==> src/rtl/demux_pkg.sv <==
// ============================================================================
// demux_pkg : shared constants and width helpers for the class-demux router
// Revision  : 1.0
// ============================================================================
`default_nettype none

package demux_pkg;

  localparam int DEF_DATA_W    = 12;
  localparam int DEF_NUM_CH    = 4;
  localparam int DEF_DEPTH     = 4;
  localparam int DEF_AF_THRESH = 3;

  // Ceiling log2; returns 0 for n <= 1.
  function automatic int demux_clog2(input int n);
    int w;
    w = 0;
    for (int i = 0; i < 31; i++) begin
      if ((1 << i) < n) w = i + 1;
    end
    return w;
  endfunction

  localparam int DEF_CLASS_W = demux_clog2(DEF_NUM_CH);
  localparam int DEF_CNT_W   = demux_clog2(DEF_DEPTH) + 1;

endpackage

`default_nettype wire

==> src/rtl/demux_chan_fifo.sv <==
// ============================================================================
// demux_chan_fifo : show-ahead per-channel FIFO with separate occupancy count
// Revision        : 1.0
// ============================================================================
`default_nettype none

module demux_chan_fifo
  import demux_pkg::*;
#(
  parameter int DATA_W    = DEF_DATA_W,
  parameter int DEPTH     = DEF_DEPTH,
  parameter int AF_THRESH = DEF_AF_THRESH
) (
  input  logic                         clk,
  input  logic                         reset_L,
  input  logic                         push,
  input  logic [DATA_W-1:0]            wdata,
  input  logic                         pop,
  output logic [DATA_W-1:0]            rdata,
  output logic                         valid,
  output logic                         full,
  output logic                         almost_full,
  output logic [demux_clog2(DEPTH):0]  count
);

  localparam int PTR_W = demux_clog2(DEPTH);
  localparam int CNT_W = PTR_W + 1;
  localparam logic [CNT_W-1:0] FULL_CNT = CNT_W'(DEPTH);
  localparam logic [CNT_W-1:0] AF_CNT   = CNT_W'(AF_THRESH);

  logic [DATA_W-1:0] mem_q [DEPTH];
  logic [PTR_W-1:0]  wr_ptr_q, wr_ptr_d;
  logic [PTR_W-1:0]  rd_ptr_q, rd_ptr_d;
  logic [CNT_W-1:0]  count_q, count_d;
  logic              do_push, do_pop;

  assign valid       = (count_q != '0);
  assign full        = (count_q == FULL_CNT);
  assign almost_full = (count_q >= AF_CNT);
  assign count       = count_q;
  assign rdata       = valid ? mem_q[rd_ptr_q] : '0;

  // A full FIFO refuses a push even when popped in the same cycle.
  assign do_push = push && !full;
  assign do_pop  = pop && valid;

  always_comb begin
    wr_ptr_d = wr_ptr_q;
    rd_ptr_d = rd_ptr_q;
    count_d  = count_q;
    if (do_push) wr_ptr_d = wr_ptr_q + PTR_W'(1);
    if (do_pop)  rd_ptr_d = rd_ptr_q + PTR_W'(1);
    case ({do_push, do_pop})
      2'b10:   count_d = count_q + CNT_W'(1);
      2'b01:   count_d = count_q - CNT_W'(1);
      default: count_d = count_q;
    endcase
  end

  always_ff @(posedge clk or negedge reset_L) begin
    if (!reset_L) begin
      wr_ptr_q <= '0;
      rd_ptr_q <= '0;
      count_q  <= '0;
    end else begin
      wr_ptr_q <= wr_ptr_d;
      rd_ptr_q <= rd_ptr_d;
      count_q  <= count_d;
    end
  end

  // Storage is not reset; an empty FIFO masks it on rdata.
  always_ff @(posedge clk) begin
    if (do_push) mem_q[wr_ptr_q] <= wdata;
  end

endmodule

`default_nettype wire

==> src/rtl/demux_fifo_router.sv <==
// ============================================================================
// demux_fifo_router : routes class-tagged words into NUM_CH independent FIFOs
// Revision          : 1.0
// ============================================================================
`default_nettype none

module demux_fifo_router
  import demux_pkg::*;
#(
  parameter int DATA_W    = DEF_DATA_W,
  parameter int NUM_CH    = DEF_NUM_CH,
  parameter int DEPTH     = DEF_DEPTH,
  parameter int AF_THRESH = DEF_AF_THRESH
) (
  input  logic                                     clk,
  input  logic                                     reset_L,
  input  logic [DATA_W-1:0]                        data_in,
  input  logic                                     valid_in,
  output logic                                     ready_out,
  input  logic [NUM_CH-1:0]                        pop,
  output logic [NUM_CH*DATA_W-1:0]                 data_out,
  output logic [NUM_CH-1:0]                        valid_out,
  output logic [NUM_CH-1:0]                        almost_full,
  output logic [NUM_CH*(demux_clog2(DEPTH)+1)-1:0] count
);

  localparam int CLASS_W = demux_clog2(NUM_CH);
  localparam int CNT_W   = demux_clog2(DEPTH) + 1;

  logic [CLASS_W-1:0] cls;
  logic [NUM_CH-1:0]  full;
  logic [NUM_CH-1:0]  push;

  assign cls       = data_in[DATA_W-1 -: CLASS_W];
  assign ready_out = !full[cls];

  for (genvar i = 0; i < NUM_CH; i++) begin : g_chan
    assign push[i] = valid_in && ready_out && (cls == CLASS_W'(i));

    demux_chan_fifo #(
      .DATA_W    (DATA_W),
      .DEPTH     (DEPTH),
      .AF_THRESH (AF_THRESH)
    ) u_fifo (
      .clk         (clk),
      .reset_L     (reset_L),
      .push        (push[i]),
      .wdata       (data_in),
      .pop         (pop[i]),
      .rdata       (data_out[i*DATA_W +: DATA_W]),
      .valid       (valid_out[i]),
      .full        (full[i]),
      .almost_full (almost_full[i]),
      .count       (count[i*CNT_W +: CNT_W])
    );
  end

endmodule

`default_nettype wire
==> config.mk <==
export PLATFORM = sky130hd
export DESIGN_NAME = demux_fifo_router
export DESIGN_NICKNAME = d
export VERILOG_FILES = /design/src/rtl/demux_pkg.sv /design/src/rtl/demux_chan_fifo.sv /design/src/rtl/demux_fifo_router.sv
export SDC_FILE = /design/constraint.sdc
export NUM_CORES = 1
export LEC_CHECK = 0
export ABC_AREA = 1
export BUFFER_PORTS_ARGS = -buffer_cell sky130_fd_sc_hd__buf_2
export CORE_MARGIN = 4
export CORE_UTILIZATION = 28
export CTS_CLUSTER_SIZE = 24
export DETAILED_ROUTE_END_ITERATION = 6
export GPL_ROUTABILITY_DRIVEN = 0
export HOLD_SLACK_MARGIN = 0.08
export PLACE_DENSITY = 0.43
export SLEW_MARGIN = 20
export SYNTH_ARGS = -nofsm -noshare
export SYNTH_HDL_FRONTEND = slang
export SYNTH_SLANG_ARGS = --single-unit
==> constraint.sdc <==
create_clock -name clk -period 4.03 [get_ports clk]
set_input_delay 0.2015 -clock clk [delete_from_list [all_inputs] [get_ports clk]]
set_output_delay 0.2015 -clock clk [all_outputs]
set_load 0.01 [all_outputs]
==> out/results.ini <==
[die]
dieArea_mm2 = 0.0362
num_rows = 66
core_area_mm2 = 0.0326
io-pin-count = 88
die_h_um = 190
die_w_um = 190
start_util = 0.285

[clock_network]
cts.clk_slew.worst_paths_ns = 0.06
root_buffer = clkbuf_16
htreeDepth = 1
cts-resized-gates = 0
numCtsBuffers = 25
cts.sink_count = 220
cts_tree = yes
clk_latency_ns = 0.52
post_cts_buffers = 0
clock_path_buffers = 3

[hold_path]
hold_path_class = input pin to register
hold_start = pop[0]
min_path_cells = 5

[global_route]
overflow = 0
antenna_found_initial = 2
grt.total_usage = 0.128
grt_pass1_vias = 5958
grt_max_degree = 29
grt_pass1_wl_um = 35900

[timing]
setup_slack_ns = 1.38
hold_violations = 0
fmax_ghz = 0.377
post-route-period-util = 0.659
setup_viol = 0
min_period_ns = 2.65
slew_headroom = 0.281
tightest_slew_ns = 1.07
finalMaxSlewViolations = 0
setup-tns-final_ns = 0
skew_ns = 0.0221
grt_setup_unrepaired = false

[worst_setup_path]
critical_path.startpoint = g_chan[2].u_fifo.rd_ptr_q[0]
reg2regPathDepth = 13
cp.arrival_ns = 2.45
cp_max_fo = 27
r2r-start = g_chan[1].u_fifo.count[1]
cp-start-kind = register
worstSetupEndpointType = output pin
crit_type = register to output pin
cp.required_ns = 3.83

[drt]
wl_um = 23200
drc = 0
drt-pass1-iter-count = 5
first_iter_violations = 278
drt-wirelength-per-cell_um = 17.4
vias_per_cell = 4.34
vias = 5798
ant_nets = 0

[power_and_ir_drop]
p_switching_mw = 3.03
peakVddDrop_mv = 0.302
internal-power_mw = 5.04
p_seq_frac = 0.376
powerDensity_mw_per_mm2 = 735
p_sw_frac = 0.376
p_comb_frac = 0.351
p_leak_nw = 4.04
power_frac_clock = 0.273

[synthesis]
ys_ff_latch = 220
syn_area_mm2 = 0.00929
synth_edf_count = 192
syn_avg_cell_area_um2 = 11.9
synthArstFlopShare = 0.127
yosys_warnings = 0
synth_cells = 784
synthesis.nets = 827
ys_seq_area_frac = 0.696
synthDistinctLibCells = 27
ys.flop_type = edfxtp_1

[placement]
dp_cells = 1285
dp_slack_ns = 1.40
dp_hpwl_um = 14600
port_buffers = 87

[cells_and_area]
fin_nets = 916
area_delta_synth_final_pct = 18.3
fillCellCount = 3300
drive_gt1_frac = 0.180
final_cell_count_no_fill = 1336

[flow_run]
maxCapViolCount = 0

[run_status]
status = complete, no violations

registers in the layout (all words and copies together), names as in the netlist:
| signal | cells |
|---|---|
| g_chan.u_fifo.count | 12 |
| g_chan.u_fifo.mem_q | 192 |
| g_chan.u_fifo.rd_ptr_q | 8 |
| g_chan.u_fifo.wr_ptr_q | 8 |
final timing paths:
path	end	slack [ns]
min	g_chan[0].u_fifo.rd_ptr_q[1]	0.08
max in group asynchronous	g_chan[2].u_fifo.count[0]	3.25
max reg2reg	g_chan[3].u_fifo.count[2]	1.69
min in group asynchronous	g_chan[1].u_fifo.count[0]	0.28
min reg2reg	g_chan[2].u_fifo.wr_ptr_q[1]	0.54
max	data_out[29]	1.38
cell usage after synthesis (all sizes together), types with 7 or more instances:
master  number  area, µm²
inv         60        225
clkbuf      19       81.3
nand3        7       70.1
dfrtp       28        701
buf         22        130
nand2       25        113
nor2       218        838
edfxtp     192       5770
a21oi       54        270
xor2        14        123
o21ai      108        541
ha          20        250
layout by cell type, fill, tap and decap left out, types with 4 or more instances in the layout:
master,instances
nor2_1,210
buf_2,87
nand2_1,23
xnor2_1,4
xor2_1,14
o21ai_0,105
clkbuf_16,25
nor2_2,7
dfrtp_1,28
ha_1,20
clkbuf_1,10
clkinv_1,4
inv_1,50
inv_2,10
nand4_1,4
buf_4,13
a21oi_1,54
nor3_2,4
fa_1,4
edfxtp_1,192
timing repair:
action	CTS	global route
hold buffers	3	0
endpoints found under the hold margin	34	0
endpoints found under the setup margin	0	0
worst max-delay path, cell delays in order (launching register included):
cell     delay, ns
dfrtp_1       0.94
inv_2         0.37
o21ai_0       0.36
a21oi_1       0.11
buf_2         0.16
power by group through the flow:
stage	clock network (mW)	registers [mW]	logic (mW)
global placement	0	3.09	2.91
detailed placement	0	3.10	2.90
CTS	2.26	3.05	2.92
floorplan	0	2.93	1.93
global route	2.37	3.09	3.24
finish	2.21	3.04	2.83
kinds of logic after synthesis:
family | synth area share
XOR/XNOR | 0.0170
AO/OA/AOI/OAI | 0.0872
AND/OR/NAND/NOR | 0.117
adder cells (fa/ha/maj) | 0.0355
buffers and inverters | 0.0475
flip-flops | 0.696
cell type report:
cell class / instances / area, µm² / area share
clock buffers: 37 / 691 / 0.0628
multi-input cells: 462 / 2390 / 0.217
repair buffers: 103 / 563 / 0.0512
diodes: 2 / 5.00 / 0.000455
well taps: 442 / 553 / 0.0503
clock inverters: 9 / 96.3 / 0.00876
flip-flops and latches: 220 / 6470 / 0.588
inverters: 61 / 230 / 0.0209
metrics by stage:
step	utilization	total power, mW	instance area, µm²	hold WS, ns
6_report	0.337	8.08	11000	0.0845
5_1_grt	0.337	8.71	11000	0.115
4_1_cts	0.337	8.22	11000	0.0880
3_5_place_dp	0.312	6.00	10200	0.322
3_3_place_gp	0.312	6.00	10200	0.334
2_1_floorplan	-	4.86	9290	-0.0941
layer usage:
layer	global-route usage	part of all wire	wire length, µm
met1	0.175	0.46	10600
met2	0.214	0.48	11200
met3	0.0261	0.049	1140
met4	0.0243	0.013	296
met5	0	0	0
Note: power is estimated with default switching activity, not from simulation.
